==> src/rtl/dmem_arbiter_if.sv <==
// Bundles the CPU load/store path, the host port and the data-memory side of dmem_arbiter.
// "slave" is the arbiter's view; "master" is the surrounding datapath, host and memory.
interface dmem_arbiter_if #(
   parameter int DATA_W = 32
);
   logic              cpu_memRead;
   logic              cpu_memWrite;
   logic [DATA_W-1:0] cpu_address;
   logic [DATA_W-1:0] cpu_write_Data;
   logic [DATA_W-1:0] cpu_read_Data;
   logic              cpu_stall;

   logic              host_req;
   logic              host_we;
   logic [DATA_W-1:0] host_addr;
   logic [DATA_W-1:0] host_wdata;
   logic              host_ack;
   logic [DATA_W-1:0] host_rdata;

   logic [DATA_W-1:0] mem_address;
   logic [DATA_W-1:0] mem_write_Data;
   logic              mem_memRead;
   logic              mem_memWrite;
   logic [DATA_W-1:0] mem_read_Data;

   modport slave (
      input  cpu_memRead, cpu_memWrite, cpu_address, cpu_write_Data,
      output cpu_read_Data, cpu_stall,
      input  host_req, host_we, host_addr, host_wdata,
      output host_ack, host_rdata,
      output mem_address, mem_write_Data, mem_memRead, mem_memWrite,
      input  mem_read_Data
   );

   modport master (
      output cpu_memRead, cpu_memWrite, cpu_address, cpu_write_Data,
      input  cpu_read_Data, cpu_stall,
      output host_req, host_we, host_addr, host_wdata,
      input  host_ack, host_rdata,
      input  mem_address, mem_write_Data, mem_memRead, mem_memWrite,
      output mem_read_Data
   );
endinterface

==> src/rtl/dmem_arbiter.sv <==
// Data-memory arbiter: CPU has priority, host gets idle slots or is forced in after MAX_WAIT blocked cycles.
// Optional macro DMEM_ARB_STATS_EN adds saturating host-cycle and stall-cycle counters.
module dmem_arbiter #(
   parameter int DATA_W   = 32,
   parameter int MAX_WAIT = 4
) (
   input  logic                clk,
   input  logic                reset,
   dmem_arbiter_if.slave       bus
`ifdef DMEM_ARB_STATS_EN
   ,
   output logic [15:0]         stat_host_cnt,
   output logic [15:0]         stat_stall_cnt
`endif
);

   typedef enum logic [1:0] {
      S_IDLE = 2'd0,
      S_HOST = 2'd1,
      S_ACK  = 2'd2
   } state_t;

   localparam logic [3:0] MAX_WAIT_C = 4'(MAX_WAIT);

   state_t            r_state;
   state_t            w_next_state;
   logic [3:0]        r_wait_cnt;
   logic [3:0]        w_next_wait;
   logic [DATA_W-1:0] r_host_rdata;
   logic              w_cpu_acc;
   logic              w_host_own;

   assign w_cpu_acc  = bus.cpu_memRead | bus.cpu_memWrite;
   // Reset kills the host access already in its HOST cycle, including its memory strobe.
   assign w_host_own = (r_state == S_HOST) && !reset;

   always_ff @(posedge clk) begin
      if (reset) begin
         r_state      <= S_IDLE;
         r_wait_cnt   <= 4'd0;
         r_host_rdata <= '0;
      end else begin
         r_state    <= w_next_state;
         r_wait_cnt <= w_next_wait;
         if ((r_state == S_HOST) && !bus.host_we) begin
            r_host_rdata <= bus.mem_read_Data;
         end
      end
   end

   always_comb begin
      w_next_state = r_state;
      w_next_wait  = 4'd0;
      case (r_state)
         S_IDLE: begin
            if (bus.host_req && (!w_cpu_acc || (r_wait_cnt == MAX_WAIT_C))) begin
               w_next_state = S_HOST;
            end else if (bus.host_req && w_cpu_acc) begin
               w_next_wait = (r_wait_cnt == MAX_WAIT_C) ? r_wait_cnt : r_wait_cnt + 4'd1;
            end
         end
         S_HOST:  w_next_state = S_ACK;
         S_ACK:   w_next_state = S_IDLE;
         default: w_next_state = S_IDLE;
      endcase
   end

   always_comb begin
      bus.mem_address    = bus.cpu_address;
      bus.mem_write_Data = bus.cpu_write_Data;
      bus.mem_memRead    = bus.cpu_memRead;
      bus.mem_memWrite   = bus.cpu_memWrite;
      bus.cpu_read_Data  = bus.mem_read_Data;
      bus.cpu_stall      = 1'b0;
      if (w_host_own) begin
         bus.mem_address    = bus.host_addr;
         bus.mem_write_Data = bus.host_wdata;
         bus.mem_memRead    = !bus.host_we;
         bus.mem_memWrite   = bus.host_we;
         bus.cpu_read_Data  = '0;
         bus.cpu_stall      = w_cpu_acc;
      end
      bus.host_ack   = (r_state == S_ACK) && !reset;
      bus.host_rdata = r_host_rdata;
   end

`ifdef DMEM_ARB_STATS_EN
   logic [15:0] r_stat_host_cnt;
   logic [15:0] r_stat_stall_cnt;

   always_ff @(posedge clk) begin
      if (reset) begin
         r_stat_host_cnt  <= 16'd0;
         r_stat_stall_cnt <= 16'd0;
      end else begin
         if (w_host_own && (r_stat_host_cnt != 16'hFFFF)) begin
            r_stat_host_cnt <= r_stat_host_cnt + 16'd1;
         end
         if (bus.cpu_stall && (r_stat_stall_cnt != 16'hFFFF)) begin
            r_stat_stall_cnt <= r_stat_stall_cnt + 16'd1;
         end
      end
   end

   assign stat_host_cnt  = r_stat_host_cnt;
   assign stat_stall_cnt = r_stat_stall_cnt;
`endif

endmodule

==> src/flat_wrapper.sv <==
// flat-port wrapper written by rule: the top's interface ports become plain ports
module dmem_arbiter_flat 
#(
   parameter int DATA_W   = 32,
   parameter int MAX_WAIT = 4
)
  (clk, reset, bus_cpu_memRead, bus_cpu_memWrite, bus_cpu_address, bus_cpu_write_Data, bus_cpu_read_Data, bus_cpu_stall, bus_host_req, bus_host_we, bus_host_addr, bus_host_wdata, bus_host_ack, bus_host_rdata, bus_mem_address, bus_mem_write_Data, bus_mem_memRead, bus_mem_memWrite, bus_mem_read_Data);
  dmem_arbiter_if #(.DATA_W(DATA_W)) bus_i ();
  input  logic clk;
  input  logic reset;
  input wire logic [$bits(bus_i.cpu_memRead)-1:0] bus_cpu_memRead;
  input wire logic [$bits(bus_i.cpu_memWrite)-1:0] bus_cpu_memWrite;
  input wire logic [$bits(bus_i.cpu_address)-1:0] bus_cpu_address;
  input wire logic [$bits(bus_i.cpu_write_Data)-1:0] bus_cpu_write_Data;
  output wire logic [$bits(bus_i.cpu_read_Data)-1:0] bus_cpu_read_Data;
  output wire logic [$bits(bus_i.cpu_stall)-1:0] bus_cpu_stall;
  input wire logic [$bits(bus_i.host_req)-1:0] bus_host_req;
  input wire logic [$bits(bus_i.host_we)-1:0] bus_host_we;
  input wire logic [$bits(bus_i.host_addr)-1:0] bus_host_addr;
  input wire logic [$bits(bus_i.host_wdata)-1:0] bus_host_wdata;
  output wire logic [$bits(bus_i.host_ack)-1:0] bus_host_ack;
  output wire logic [$bits(bus_i.host_rdata)-1:0] bus_host_rdata;
  output wire logic [$bits(bus_i.mem_address)-1:0] bus_mem_address;
  output wire logic [$bits(bus_i.mem_write_Data)-1:0] bus_mem_write_Data;
  output wire logic [$bits(bus_i.mem_memRead)-1:0] bus_mem_memRead;
  output wire logic [$bits(bus_i.mem_memWrite)-1:0] bus_mem_memWrite;
  input wire logic [$bits(bus_i.mem_read_Data)-1:0] bus_mem_read_Data;
  assign bus_i.cpu_memRead = bus_cpu_memRead;
  assign bus_i.cpu_memWrite = bus_cpu_memWrite;
  assign bus_i.cpu_address = bus_cpu_address;
  assign bus_i.cpu_write_Data = bus_cpu_write_Data;
  assign bus_cpu_read_Data = bus_i.cpu_read_Data;
  assign bus_cpu_stall = bus_i.cpu_stall;
  assign bus_i.host_req = bus_host_req;
  assign bus_i.host_we = bus_host_we;
  assign bus_i.host_addr = bus_host_addr;
  assign bus_i.host_wdata = bus_host_wdata;
  assign bus_host_ack = bus_i.host_ack;
  assign bus_host_rdata = bus_i.host_rdata;
  assign bus_mem_address = bus_i.mem_address;
  assign bus_mem_write_Data = bus_i.mem_write_Data;
  assign bus_mem_memRead = bus_i.mem_memRead;
  assign bus_mem_memWrite = bus_i.mem_memWrite;
  assign bus_i.mem_read_Data = bus_mem_read_Data;
  dmem_arbiter #(.DATA_W(DATA_W), .MAX_WAIT(MAX_WAIT)) u_core (.clk(clk), .reset(reset), .bus(bus_i));
endmodule
==> config.mk <==
export PLATFORM = sky130hd
export DESIGN_NAME = dmem_arbiter_flat
export DESIGN_NICKNAME = d
export VERILOG_FILES = /design/src/rtl/dmem_arbiter_if.sv /design/src/rtl/dmem_arbiter.sv /design/src/flat_wrapper.sv
export SDC_FILE = /design/constraint.sdc
export NUM_CORES = 1
export LEC_CHECK = 0
export BUFFER_PORTS_ARGS = -buffer_cell sky130_fd_sc_hd__buf_2
export CAP_MARGIN = 20
export CORE_AREA = 3 3 115 117
export CTS_CLUSTER_DIAMETER = 60
export DETAILED_ROUTE_END_ITERATION = 10
export DIE_AREA = 0 0 118 120
export GPL_ROUTABILITY_DRIVEN = 0
export PLACE_DENSITY = 0.62
export SYNTH_ARGS = -nofsm -noshare
export SYNTH_HDL_FRONTEND = slang
export SYNTH_SLANG_ARGS = --single-unit
export TNS_END_PERCENT = 10
==> constraint.sdc <==
create_clock -name clk -period 4.8 [get_ports clk]
set_clock_uncertainty 0.05 [all_clocks]
set_input_delay 0.96 -clock clk [delete_from_list [all_inputs] [get_ports clk]]
set_output_delay 0.96 -clock clk [all_outputs]
set_load 0.02 [all_outputs]
Word level (Yosys, flattened, before mapping)
Index checks and enable logic that the tools add are counted.
{ "word_totals": {"regBits": 38, "output_inout_bits": 132} }
{ "op_classes": {"n_addsub": 1, "bitwise": 3, "reduce_logical": 11, "eq_ne": 4, "n_mux": 8} }
{ "op_table": {"columns": ["cell", "count"], "rows": [
  ["$mux W32", 3],
  ["$logic_and A1 B1 Y1", 5],
  ["$add A4 B1 Y4 const B", 1],
  ["$eq A4 B3 Y1 const B", 1],
  ["$pmux W2 S2", 1],
  ["$reduce_or A4 Y1", 1],
  ["$logic_not A1 Y1", 3],
  ["$mux W1", 3],
  ["$eq A2 B1 Y1 const B", 1],
  ["$eq A2 B2 Y1 const B", 1],
  ["$logic_not A2 Y1", 1],
  ["$mux W2", 1],
  ["$ne A2 B1 Y1 const B", 1],
  ["$not A1 Y1", 2],
  ["$logic_or A1 B1 Y1", 1],
  ["$or A1 B1 Y1", 1]
]} }

Longest topological paths before layout
Gate-level depths: netlist of the first run.
{ "logic_depth": {"ltp_word": 6, "ltp_mapped": 5, "ltp_nobuf": 5} }

Worst setup path before layout of the first run
No wires, ideal clock.
{ "synth_path": {"kind": "input -> output", "startpoint": "input port reset", "endpoint": "output port bus_mem_address[0]", "path_slack_ns": 1.786, "arrival_time_ns": 2.004, "stages": 5, "t_required_ns": 3.790, "cell_sequence": "buf_2 nor3b_2 buf_4 buf_6 mux2_1"} }
{ "synth_via": {"elab_chain_cells": 3} }
{ "synth_lines": {"columns": ["element", "line", "rtl"], "rows": [
  ["start: declaration", "flat_wrapper.sv:10", "input logic reset;"],
  ["$logic_not A1 Y1", "dmem_arbiter.sv:35", "assign w_host_own = (r_state == S_HOST) && !reset;"],
  ["$logic_and A1 B1 Y1", "dmem_arbiter.sv:35", null],
  ["$mux W32", "dmem_arbiter.sv:75", "if (w_host_own) begin"],
  ["end: declaration", "flat_wrapper.sv:23", "output wire logic [$bits(bus_i.mem_address)-1:0] bus_mem_address;"]
]} }
Every way passes these cells.

Worst setup path after layout of the first run
{ "layout_path": {"startpoint": "input port reset", "endpoint": "output port bus_mem_write_Data[27]"} }
{ "layout_via": {"elab_chain_cells": 3} }
{ "layout_lines": {"columns": ["element", "line", "rtl"], "rows": [
  ["$logic_not A1 Y1", "dmem_arbiter.sv:35", null],
  ["$logic_and A1 B1 Y1", "dmem_arbiter.sv:35", null],
  ["$mux W32", "dmem_arbiter.sv:75", null],
  ["end: declaration", "flat_wrapper.sv:24", "output wire logic [$bits(bus_i.mem_write_Data)-1:0] bus_mem_write_Data;"]
]} }
Every way passes these cells.

==> flow_summary.toml, run 1 <==
[worst_setup_path]
criticalPathCategory = "in2out"
timing.rr.end = "u_core.bus.host_rdata[16]"
endpoint_kind = "output pin"
cp.arrival_ps = 2400
critical_path.startpoint_type = "input port"
r2r-start = "u_core.r_state[1]"
crit_required_ps = 3790
r2r.worst_path.cells = 4
reg_to_reg_setup_timing_slack_ps = 3030
path_max_fanout = 55
critPathCapture = "bus_mem_write_Data[27]"
setup.worst_path.start = "reset"

[die]
top_level_ports = 298
dieArea_um2 = 14200
fp.dieH_um = 120
starting_utilization_of_the_core_area_pct = 19.4
fp.dieW_um = 118
standard_cell_rows = 41
placeableCoreArea_um2 = 12500

[clock_tree]
cts.repair_timing.setup_buffer_count = 0
max-clock-path-buffers = 2
cts_htree_levels = 2
ctsRootBufferMaster = "sky130_fd_sc_hd__clkbuf_16"
cts_tree = "yes"
cts_buffers = 5
insertion_delay_ps = 280
cts_num_sinks = 38
clk_pin_slew_ps = 60
post_cts_resize_count = 0
hold_buffers = 0

[logic_synthesis]
post_synth.cell_area_avg_um2 = 8.71
post_synth_most_frequent_cells = "65 x sky130_fd_sc_hd__nand2_1, 60 x sky130_fd_sc_hd__mux2_1, 38 x sky130_fd_sc_hd__dfxtp_1"
seq_area_frac_synth_pct = 31.4
syn-cell-area_um2 = 2420
synth_top_cells_by_area = "sky130_fd_sc_hd__dfxtp_1 31%, sky130_fd_sc_hd__mux2_1 28%, sky130_fd_sc_hd__nand2_1 10%"
mappedNetlistNets = 446
yosys_most_used_dff = "sky130_fd_sc_hd__dfxtp_1"
yosys.area.top_type_share_pct = 31.4
synth_enable_flop_cells = 0
async_flop_share_pct = 0
post-synth-top-area-cell = "sky130_fd_sc_hd__dfxtp_1"
synth_cells = 278
yosys_register_bits = 38
synth.distinct_cells = 25
synth.yosys.warnings = 0
most_instantiated_library_cell_after_synthesis = "sky130_fd_sc_hd__nand2_1"

[global_route]
grt_usage_pct = 15.7
globalRoute.totalOverflow = 0
antenna_found_initial = 2
via_count_of_the_first_global_routing_pass = 2854
grt_max_degree = 56
grt_first_pass_wirelength_um = 17300

[power]
pwr-share-comb_pct = 28.7
leakagePower_nw = 2.10
post-layout-total-power_mw = 0.908
cell_area_power_density_nw_per_um2 = 218
cellInternalPower_mw = 0.626
peakVddDrop_uv = 123
clkPwrFrac_pct = 35.8
power.share.switching_pct = 31.1
power.switching_mw = 0.282
power.sequential.fraction_pct = 35.6

[placement]
post_dp_cell_area_um2 = 4010
placement.io_buffers = 297
post_place_setup_slack_ps = 1400
dpl.cell_count = 730
post_dp_hpwl_um = 10200

[timing]
final_max_slew_viol_count = 0
final_period_minus_worst_setup_slack_ps = 3410
timing.max_slew.rel_slack_pct = 56.7
whs_ps = 401
timing.final.setup_violations = 0
max_clock_freq_mhz = 293
final_hold_viol_count = 0
period_share_pct = 71.0
final_critical_path_setup_slack_ps = 1390
setup_total_negative_slack_ps = 0
tightestPinTransition_ps = 649
rsz_0062_raised_after_global_routing = "false"

[finish]
stdcell_area_um2 = 4160
insertedDiodeCount = 0
area_growth_syn_to_layout_pct = 71.8
utilization_pct = 33.4
layout.nets = 733
layout-drive-gt1-share_pct = 55.8
layout.cells.non_filler = 738
num-fill-cells = 1388

[drt]
vias = 3041
ant_nets = 0
drc = 0
route.detailed.vias_per_inst = 4.12
routed_wirelength_um = 12100
drt_first_iter_violations = 122
drt_pass1_iterations = 4
avgRoutedWirePerCell_um = 16.3

[status]
status = "finished clean"

[job]
maxCapViolCount = 0

[worst_hold_path]
hold_path.class = "reg2reg"
## layout by cell type (no fill, tap or decap), types with 2 or more instances in the layout
cell / count
sky130_fd_sc_hd__inv_1: 4
sky130_fd_sc_hd__mux2_1: 60
sky130_fd_sc_hd__mux2_2: 4
sky130_fd_sc_hd__a21oi_1: 32
sky130_fd_sc_hd__nor2_1: 5
sky130_fd_sc_hd__nand2_1: 65
sky130_fd_sc_hd__ha_1: 2
sky130_fd_sc_hd__o22ai_1: 2
sky130_fd_sc_hd__nor3b_4: 2
sky130_fd_sc_hd__nor2b_1: 32
sky130_fd_sc_hd__dfxtp_1: 38
sky130_fd_sc_hd__buf_4: 5
sky130_fd_sc_hd__clkbuf_16: 5
sky130_fd_sc_hd__buf_2: 297
## cell families (layout without fill, tap and decap cells)
| logic type | count (synthesis) | count (layout) | share of synthesized area (%) |
|---|---|---|---|
| AO/OA/AOI/OAI | 37 | 37 | 8.17 |
| multiplexers | 65 | 65 | 30.2 |
| flip-flops | 38 | 38 | 31.4 |
| XOR/XNOR | 1 | 1 | 0.362 |
| adder cells (fa/ha/maj) | 2 | 2 | 1.03 |
| AND/OR/NAND/NOR | 109 | 109 | 21.7 |
| buffers and inverters | 26 | 314 | 7.18 |
## final cells by class
class | instances | area [um2] | share of cell area (%)
Tap cell | 172 | 215 | 5.17
Multi-Input combinational cell | 214 | 1500 | 36.0
Inverter | 4 | 15.0 | 0.361
Clock buffer | 5 | 125 | 3.01
Clock inverter | 3 | 21.3 | 0.511
Timing Repair Buffer | 302 | 1520 | 36.6
Sequential cell | 38 | 761 | 18.3
## power by group through the flow
| stage | clock network, mW | registers, mW | logic [mW] |
|---|---|---|---|
| final | 0.325 | 0.323 | 0.260 |
| after global routing | 0.358 | 0.323 | 0.278 |
| after CTS | 0.343 | 0.323 | 0.262 |
| after detailed placement | 0 | 0.330 | 0.261 |
| after global placement | 0 | 0.330 | 0.261 |
| after floorplan | 0 | 0.333 | 0.125 |
## sequential cells by signal (all words and copies together) (netlist names)
register / flops
u_core.r_wait_cnt: 4
u_core.r_state: 2
u_core.bus.host_rdata: 32
## worst max-delay path, cell delays in order
cell and delay (ps):
sky130_fd_sc_hd__buf_2 120, sky130_fd_sc_hd__nor3b_4 170, sky130_fd_sc_hd__buf_4 560, sky130_fd_sc_hd__mux2_2 400
sky130_fd_sc_hd__buf_2 160
## how the worst min path moves through the flow
| stage | from | endpoint | slack [ps] | cells past startpoint |
|---|---|---|---|---|
| floorplan | u_core.r_wait_cnt[0] | u_core.r_wait_cnt[0] | 380 | 1 |
| global placement | u_core.bus.host_rdata[14] | u_core.bus.host_rdata[14] | 390 | 2 |
| detailed placement | u_core.bus.host_rdata[10] | u_core.bus.host_rdata[10] | 390 | 2 |
| CTS | u_core.bus.host_rdata[10] | u_core.bus.host_rdata[10] | 400 | 2 |
| global route | u_core.bus.host_rdata[19] | u_core.bus.host_rdata[19] | 420 | 2 |
| finish | u_core.bus.host_rdata[6] | u_core.bus.host_rdata[6] | 400 | 2 |
## per-layer routing
layer	global-route usage, %	vias to the layer above	part of all wire, %	wire, um
li1	-	1503	-	-
met3	5.33	8	7.5	910
met4	1.76	4	0.23	28
met1	19.5	1389	42	5120
met5	0	-	0.22	27
met2	27.3	137	50	5970
Note: power is estimated with default switching activity, not from simulation.
==> run 2: changes to the inputs <==
--- a/config.mk
+++ b/config.mk
@@ -12,7 +12,7 @@
 export DETAILED_ROUTE_END_ITERATION = 10
 export DIE_AREA = 0 0 118 120
 export GPL_ROUTABILITY_DRIVEN = 0
-export PLACE_DENSITY = 0.62
+export PLACE_DENSITY = 0.64
 export SYNTH_ARGS = -nofsm -noshare
 export SYNTH_HDL_FRONTEND = slang
 export SYNTH_SLANG_ARGS = --single-unit
==> constraint.sdc (replaced) <==
create_clock -name clk -period 2.9 [get_ports clk]
set_clock_uncertainty 0.05 [all_clocks]
set_input_delay 0.58 -clock clk [delete_from_list [all_inputs] [get_ports clk]]
set_output_delay 0.58 -clock clk [all_outputs]
set_load 0.02 [all_outputs]
==> run 2 against run 1 <==
Net effect:
- via count fell by 0.92%
- first-iteration DRC count rose by 30%
- largest cell class unchanged
- die area did not move
- hold slack worse by 2.7 ps
- final cell count grew 0.14%
- highest routed layer is now met4
- sequential power increased by 65%
- final area up 1.2%
- worst setup slack lost 1100 ps
==> flow_summary.toml, run 2 (synthesis gave the netlist of run 1 again) <==
[status]
status = "finished clean"

[timing]
rsz_0062_raised_after_global_routing = "false"
setup_total_negative_slack_ps = 0
tightestPinTransition_ps = 581
timing.final.setup_violations = 0
period_share_pct = 90.6
final_hold_viol_count = 0
final_period_minus_worst_setup_slack_ps = 2630
final_critical_path_setup_slack_ps = 271
max_clock_freq_mhz = 380
final_max_slew_viol_count = 0
whs_ps = 398
timing.max_slew.rel_slack_pct = 61.2

[die]
fp.dieH_um = 120
fp.dieW_um = 118
standard_cell_rows = 41
placeableCoreArea_um2 = 12500
starting_utilization_of_the_core_area_pct = 19.4
dieArea_um2 = 14200
top_level_ports = 298

[worst_hold_path]
hold_path.class = "reg2reg"

[global_route]
via_count_of_the_first_global_routing_pass = 2841
grt_first_pass_wirelength_um = 17000
globalRoute.totalOverflow = 0
antenna_found_initial = 0
grt_max_degree = 59
grt_usage_pct = 15.7

[clock_tree]
insertion_delay_ps = 280
max-clock-path-buffers = 2
hold_buffers = 0
cts_buffers = 5
ctsRootBufferMaster = "sky130_fd_sc_hd__clkbuf_16"
cts_tree = "yes"
cts.repair_timing.setup_buffer_count = 0
post_cts_resize_count = 0
clk_pin_slew_ps = 60
cts_num_sinks = 38
cts_htree_levels = 2

[finish]
layout-drive-gt1-share_pct = 55.8
utilization_pct = 33.8
layout.nets = 733
area_growth_syn_to_layout_pct = 74.0
mostFrequentLayoutCells = "297 x sky130_fd_sc_hd__buf_2, 65 x sky130_fd_sc_hd__nand2_1, 60 x sky130_fd_sc_hd__mux2_1"
largest_reg_flops = 32
layout.cells.most_common = "sky130_fd_sc_hd__buf_2"

[worst_setup_path]
crit_required_ps = 2270
critPathCapture = "bus_mem_write_Data[16]"
reg_to_reg_setup_timing_slack_ps = 1240
r2r-start = "u_core.r_state[0]"
r2r.worst_path.cells = 4
setup.worst_path.start = "u_core.r_state[0]"
criticalPathCategory = "reg2out"
cp.arrival_ps = 2000
endpoint_kind = "output pin"
critPathMaxStageDelay_ps = 440
path_max_fanout = 58
worstPathCellList = "nor3b_4, buf_12, mux2_1, buf_2"
timing.rr.end = "u_core.bus.host_rdata[12]"
critical_path.startpoint_type = "flop"
critical_path.slowest_cell = "sky130_fd_sc_hd__mux2_1"

[placement]
placement.io_buffers = 297
post_dp_hpwl_um = 10200
post_place_setup_slack_ps = 299

[power]
leakagePower_nw = 2.11
cell_area_power_density_nw_per_um2 = 381
peakVddDrop_uv = 174

[drt]
route.detailed.vias_per_inst = 4.08
drt_pass1_iterations = 4
avgRoutedWirePerCell_um = 16.4
routed_wirelength_um = 12100
drt_first_iter_violations = 159
ant_nets = 0
vias = 3013
drc = 0

[job]
maxCapViolCount = 0
[run 2: worst max-delay path: cells and delay by family (launching register included)]
family	cells	cell delay (ps)
and+or+nand+nor	1	320
buffers and inverters	2	490
muxes	1	440
DFF	1	400
[run 2: worst min path at each step]
stage,from,end,cells past startpoint
after detailed placement,u_core.bus.host_rdata[29],u_core.bus.host_rdata[29],2
after global placement,u_core.bus.host_rdata[22],u_core.bus.host_rdata[22],2
final,u_core.bus.host_rdata[28],u_core.bus.host_rdata[28],2
after global routing,u_core.bus.host_rdata[21],u_core.bus.host_rdata[21],2
after CTS,u_core.bus.host_rdata[15],u_core.bus.host_rdata[15],2
after floorplan,u_core.r_wait_cnt[0],u_core.r_wait_cnt[0],1
[run 2: stage by stage]
step | cell area, um2 | power, mW | instances
after detailed placement | 4040 | 0.986 | 730
after floorplan | 2420 | 0.759 | 278
after CTS | 4210 | 1.64 | 738
after global placement | 4040 | 0.985 | 730
after global routing | 4210 | 1.68 | 738
final | 4210 | 1.60 | 739
[run 2: cell type report]
class | count | area [um2]
repair buffers | 302 | 1550
well taps | 172 | 215
clock buffers | 5 | 125
diodes | 1 | 2.50
fillers | 1380 | 8250
flip-flops and latches | 38 | 761
inverters | 4 | 15.0
clock inverters | 3 | 45.0
multi-input cells | 214 | 1500
[run 2: power breakdown]
part           switching [mW]  internal, mW
Clock                   0.228         0.406
Sequential            0.00447         0.529
Combinational           0.248         0.189
Total                   0.480          1.12
[run 2: layer usage]
layer,up-vias,track usage [%],wire [um]
met5,-,0,0
met1,1354,19.6,4980
li1,1506,-,-
met4,0,2.78,128
met3,6,4.10,1000
met2,147,27.6,5980
